[config.mk]
export PLATFORM = sky130hd
export DESIGN_NAME = exception_sequencer
export DESIGN_NICKNAME = d
export VERILOG_FILES = /design/src/rtl/exception_sequencer.sv
export SDC_FILE = /design/constraint.sdc
export NUM_CORES = 1
export LEC_CHECK = 0
export BUFFER_PORTS_ARGS = -buffer_cell sky130_fd_sc_hd__buf_2
export CAP_MARGIN = 20
export CORE_MARGIN = 2
export CORE_UTILIZATION = 42
export DETAILED_ROUTE_END_ITERATION = 12
export PLACE_DENSITY = 0.75
export SLEW_MARGIN = 0
export SYNTH_ARGS = -nofsm -noshare
export SYNTH_HDL_FRONTEND = slang
export SYNTH_SLANG_ARGS = --single-unit
export TNS_END_PERCENT = 5
[constraint.sdc]
create_clock -name clk -period 2.24 [get_ports clk]
set_input_delay 0.448 -clock clk [delete_from_list [all_inputs] [get_ports clk]]
set_output_delay 0.448 -clock clk [all_outputs]
set_load 0.005 [all_outputs]
[src/rtl/exception_sequencer.sv]
// exception_sequencer: multicycle exception entry (Cause/EPC write, handler fetch, PC load).
// Sits beside the main control unit, which stalls while busy is high.
module exception_sequencer #(
    parameter int          MEM_LATENCY = 1,
    parameter logic [31:0] EPC_OFFSET  = 32'd4
) (
    input  logic        clk,
    input  logic        reset,
    input  logic        exc_opcode,
    input  logic        exc_overflow,
    input  logic        exc_divzero,
    input  logic [31:0] pc_in,
    input  logic [7:0]  mem_data_in,
    output logic [1:0]  cause_sel,
    output logic        cause_write,
    output logic        epc_write,
    output logic [31:0] epc_value,
    output logic        mem_read,
    output logic [31:0] mem_addr,
    output logic        pc_write,
    output logic [31:0] pc_value,
    output logic        busy,
    output logic        nested_err
);
    typedef enum logic [1:0] {IDLE, CAPTURE, WAIT, LOAD} state_t;
    localparam logic [3:0] LAT = 4'(MEM_LATENCY);
    state_t      state, next;
    logic [1:0]  sel;
    logic [31:0] pc_lat;
    logic [3:0]  cnt;
    logic [7:0]  data;
    logic        req;
    assign req = exc_opcode | exc_overflow | exc_divzero;
    assign cause_sel = sel;
    always_ff @(posedge clk) begin
        if (reset) begin
            state      <= IDLE;
            sel        <= 2'b00;
            pc_lat     <= '0;
            cnt        <= '0;
            data       <= '0;
            nested_err <= 1'b0;
        end else begin
            state <= next;
            if (state == IDLE && req) begin
                sel    <= exc_opcode ? 2'b00 : exc_overflow ? 2'b01 : 2'b10;
                pc_lat <= pc_in;
            end
            cnt <= state == CAPTURE ? LAT : state == WAIT ? cnt - 4'd1 : cnt;
            if (state == WAIT && cnt == 4'd1)
                data <= mem_data_in;
            if (state != IDLE && req)
                nested_err <= 1'b1;
        end
    end
    // Strobes are masked while reset is high so an aborted sequence never writes state.
    always_comb begin
        next = state;
        case (state)
            IDLE:    next = req ? CAPTURE : IDLE;
            CAPTURE: next = WAIT;
            WAIT:    next = cnt == 4'd1 ? LOAD : WAIT;
            default: next = IDLE;
        endcase
        busy        = state != IDLE;
        cause_write = state == CAPTURE && !reset;
        epc_write   = state == CAPTURE && !reset;
        epc_value   = state == CAPTURE ? pc_lat - EPC_OFFSET : '0;
        mem_read    = state == CAPTURE || state == WAIT;
        mem_addr    = mem_read ? 32'd253 + 32'(sel) : '0;
        pc_write    = state == LOAD && !reset;
        pc_value    = state == LOAD ? {24'b0, data} : '0;
    end
endmodule
### Word-level counts from Yosys, hierarchy flattened

Index checks and enable logic that the tools add are counted.

* register bits: 49
* word-level logic and storage cells: 37

* add/subtract/negate cells: 3
* eq/ne operators: 4
* mux-type cells: 10
* bitwise logic cells: 2
* reductions and logical operators: 11

Operators by type and width (count)
* 2-to-1 mux 32 bit: 1
* subtractor 32 x 3 -> 32 bit (second input constant): 1
* adder 8 x 2 -> 9 bit (first input constant): 1
* 2-to-1 mux 9 bit: 1
* 2-to-1 mux 8 bit: 1
* one-hot mux 2 bit (3 select lines): 1
* logical AND 1 bit: 5
* equality test 2 bit (second input constant): 2
* equality test 4 x 1 -> 1 bit (second input constant): 1
* 2-to-1 mux 1 bit: 4
* 2-to-1 mux 2 bit: 2
* nonzero test 2 bit: 2
* subtractor 4 x 1 -> 4 bit (second input constant): 1
* equality test 2 x 1 -> 1 bit (second input constant): 1
* logical NOT 2 bit: 1
* OR 1 bit: 2
* OR reduction 2 bit: 1
* logical NOT 1 bit: 1
* logical OR 1 bit: 1

### Depth between registers and ports, before layout

* depth after elaboration: 4
* mapped depth: 7

### Worst setup path after synthesis

Ideal clock, no wire load.

* path kind: register to output
* from: register pc_lat[2]
* to: output epc_value[24]
* arrival time: 1.940 ns
* data required time: 1.792 ns
* slack: -0.148 ns
* cell stages (with the launch flop): 8
* buffers on the path: 1
* cells stage by stage: dfxtp_1 inv_1 ha_1 nor3b_1 nand2_4 buf_6 or4_1 a21oi_1

* word-level cells in the longest chain between the ends: 2

RTL lines
* start, declared: line 29 `logic [31:0] pc_lat;`
* start signal, assigned: line 47 `pc_lat <= pc_in;`
* subtractor 32 x 3 -> 32 bit: line 68 `epc_value = state == CAPTURE ? pc_lat - EPC_OFFSET : '0;`
* 2-to-1 mux 32 bit: line 68
* end, declared: line 17 `output logic [31:0] epc_value,`

No other way between the ends.

### Final worst setup path

* from: register pc_lat[3]
* to: output epc_value[22]

The elaborated chain is that of the path after synthesis.

==> summary.md <==
| Metric | Value |
|---|---|
| Dpl hpwl | `5736 um` |
| Syn_area_per_cell | `7.368 sq um` |
| Fin util | `55.78%` |
| Hold WS | `371.3 ps` |
| Violated checks | `setup timing` |
| Die height | `90.04 um` |
| CTS root buf | `clkbuf_8` |
| # DRC | `0` |
| Most used flip-flop cell after synthesis | `dfxtp_1` |
| Distinct cells, synth | `40` |
| WS Path Type | `register to output port` |
| Vias | `3,084` |
| Count of input and output buffers | `101` |
| Vias per std cell | `4.811` |
| Critical path's top delay family | `simple AND/OR/NAND/NOR gates` |
| Final Setup Violations | `17` |
| Pin count of the biggest net entering global routing | `34` |
| Clock power frac | `14.5%` |
| Synthesis-to-layout area growth | `29.42%` |
| Warnings, synthesis | `0` |
| Worst R2R End | `pc_lat[11]$_SDFFE_PP0P_` |
| Tot GR Track Use | `19.62%` |
| Cell row count | `31` |
| Final hold vios | `0` |
| Clk sink count | `49` |
| Buf/Inv on CP | `2` |
| Drt wl/cell | `12.74 um` |
| Worst path max stage delay | `500 ps` |
| EDFF count, synth | `0` |
| GPL Wtd Cong | `0.8212` |
| RR Startpoint | `state[0]$_SDFF_PP0_` |
| Worst vdd ir | `0.3973 mV` |
| Worst min path class | `input pin to register` |
| Setup Skew | `6.784 ps` |
| Syn Inst Count | `422` |
| CP Cell Sequence | `inv_4 > ha_4 > nor3b_4 > nand2_4 > or4_4 > a21oi_2 > buf_2` |
| Core area | `7214 sq um` |
| Setup crit start | `pc_lat[3]$_SDFFE_PP0P_` |
| Clk slew on worst S/H paths | `90 ps` |
| Total CTS buffers | `5` |
| Commonest non-fill, non-tap cell in the layout | `buf_2` |
| Clock Latency Late Sink | `300 ps` |
| Vias in the first global route | `2,798` |
| Worst EP arrival | `2050 ps` |
| Worst Hold End | `pc_lat[4]$_SDFFE_PP0P_` |
| CTS tree | `yes` |
| 1st-pass router iterations | `4` |
| Setup total negative slack | `-2764 ps` |
| RSZ-0062 raised after global routing | `true` |
| Switching share of power | `43.17%` |
| Die area | `8107 sq um` |
| Critical path peak fanout | `6` |
| Status | `finished with violations` |
| Max Buffers Root-to-Sink | `2` |
| P_sw | `1706 uW` |
| Ports | `149` |
| Antenna fix cells | `0` |
| Cell Area, Synth | `3109 sq um` |
| Critical path startpoint category | `register` |
| R2r worst-path depth | `6` |
| Final Max Tran Viols | `0` |
| Share of cells above drive strength 1 | `33.95%` |
| Total grt overflow | `0` |
| Critical path's slowest cell | `or4_4` |
| # nets final | `594` |
| Worst reg2reg setup slack | `740 ps` |
| Worst setup margin | `-261.2 ps` |
| Die Width | `90.04 um` |
| Initial antenna violation count | `0` |
| Final period utilization | `111.7%` |
| Setup crit end kind | `output port` |
| Hold_sp | `pc_in[4]` |
| Sequential area share after synthesis | `31.55%` |
| Max cap viols | `0` |
| Internal power | `2246 uW` |
| Combinational Power Share | `54.6%` |
| FFs w/ async S/R, synth | `0%` |
| Pwr per Cell Area | `982.2 nW/um^2` |
| Initial core utilization | `43.10%` |
| H-Tree Depth | `2` |
| Fmax | `0.3998 GHz` |
| Commonest cells after routing, fill and taps aside | `buf_2 (101), nand2_1 (96), a21oi_1 (48), conb_1 (47), dfxtp_1 (43)` |
| Final wirelength | `8164 um` |
| Critical Path RT | `1790 ps` |
| Register share of total power | `30.8%` |
| Tmin final | `2501 ps` |
| DR iter-0 viols | `114` |
| CTS Hold Buffers Added | `0` |
| First-pass GRT wire length | `13,330 um` |
| Pwr Total | `3952 uW` |
| P_leak | `0.001870 uW` |
| Final ANT Viol Nets | `0` |
| Register bit total from synthesis | `49` |
| Hold depth | `3` |
==> worst reg2reg max path, stage by stage, from the launching register on <==
cell     delay, ps
dfxtp_1        340
inv_1           80
ha_1           250
and2_1         150
buf_4          310
nand2_1        120
a21oi_1        160
==> cell type report <==
type / instances / area (sq um)
inverter: 9 / 36.28
sequential: 49 / 991.0
multi-input combinational: 335 / 1958
fill: 684 / 3191
clock buffer: 7 / 96.34
clock inverter: 1 / 5.005
timing repair buffer: 141 / 813.3
tap: 99 / 123.9
==> worst max path at each step <==
stage,to,slack [ps],cells past startpoint
after global routing,epc_value[22],-350,7
after global placement,epc_value[29],2,6
after CTS,epc_value[22],-270,7
after floorplan,epc_value[24],20,7
final,epc_value[22],-260,7
after detailed placement,epc_value[29],-50,6
==> layer usage <==
metal / vias up / track usage (%) / part of all wire [%]
met5: - / 0 / 0
met1: 1428 / 24.36 / 43
met3: 4 / 3.521 / 5.1
met2: 105 / 35.53 / 51
li1: 1547 / - / -
met4: 0 / 3.974 / 0.62
==> what timing repair did <==
| item | 4_1_cts | 5_1_grt |
|---|---|---|
| pin swaps | 14 | 4 |
| endpoints found under the hold margin | 0 | 0 |
| buffers inserted | 5 | 0 |
| setup endpoints to repair | 18 | 32 |
| cloned | 2 | 0 |
| gates resized for setup | 22 | 21 |
==> Yosys cell counts (3+ instances only) <==
master / count / share of area [%]
a21oi_1: 51 / 8.2
and2_1: 13 / 2.6
buf_4: 53 / 13
clkbuf_1: 20 / 2.4
dfxtp_1: 49 / 32
ha_1: 8 / 3.2
inv_1: 9 / 1.1
mux2i_1: 8 / 2.6
nand2_1: 97 / 12
nand2b_1: 10 / 2.0
nand3_1: 5 / 0.80
nand4_1: 3 / 0.60
nor2_1: 24 / 2.9
nor2b_1: 4 / 0.80
nor3_1: 7 / 1.1
nor4_1: 9 / 1.8
o21ai_0: 3 / 0.48
o31ai_1: 6 / 1.4
or3_1: 4 / 0.80
or4_1: 5 / 1.2
xor2_1: 10 / 2.8
==> power by group through the flow <==
stage               Combinational [uW]  Clock, uW  Sequential, uW
finish                            2160        575            1220
global route                      2390        630            1240
CTS                               2060        590            1200
detailed placement                1880          0            1200
global placement                  1840          0            1190
floorplan                         1300          0            1200
==> per-stage QoR <==
stage | cells | worst slack [ps] | cell area [sq um]
3_3_place_gp | 626 | 1.525 | 3677
2_1_floorplan | 468 | 21.69 | 3287
5_1_grt | 641 | -345.3 | 4024
6_report | 641 | -261.2 | 4024
3_5_place_dp | 626 | -45.55 | 3677
4_1_cts | 641 | -274.7 | 3930
==> registers in the layout, indices dropped and copies added, names as in the netlist <==
register    cells
pc_lat         32
state           2
data            8
cnt             4
cause_sel       2
nested_err      1
==> cells by family after synthesis <==
| family | after synthesis | share of synthesized area (%) |
|---|---|---|
| AND/OR/NAND/NOR | 192 | 30.22 |
| buffers and inverters | 85 | 16.98 |
| AO/OA/AOI/OAI | 67 | 11.95 |
| flip-flops | 49 | 31.55 |
| XOR/XNOR | 12 | 3.380 |
| adder cells (fa/ha/maj) | 8 | 3.219 |
| multiplexers | 8 | 2.576 |
| other | 1 | 0.1206 |
(Power assumes the default switching activity.)
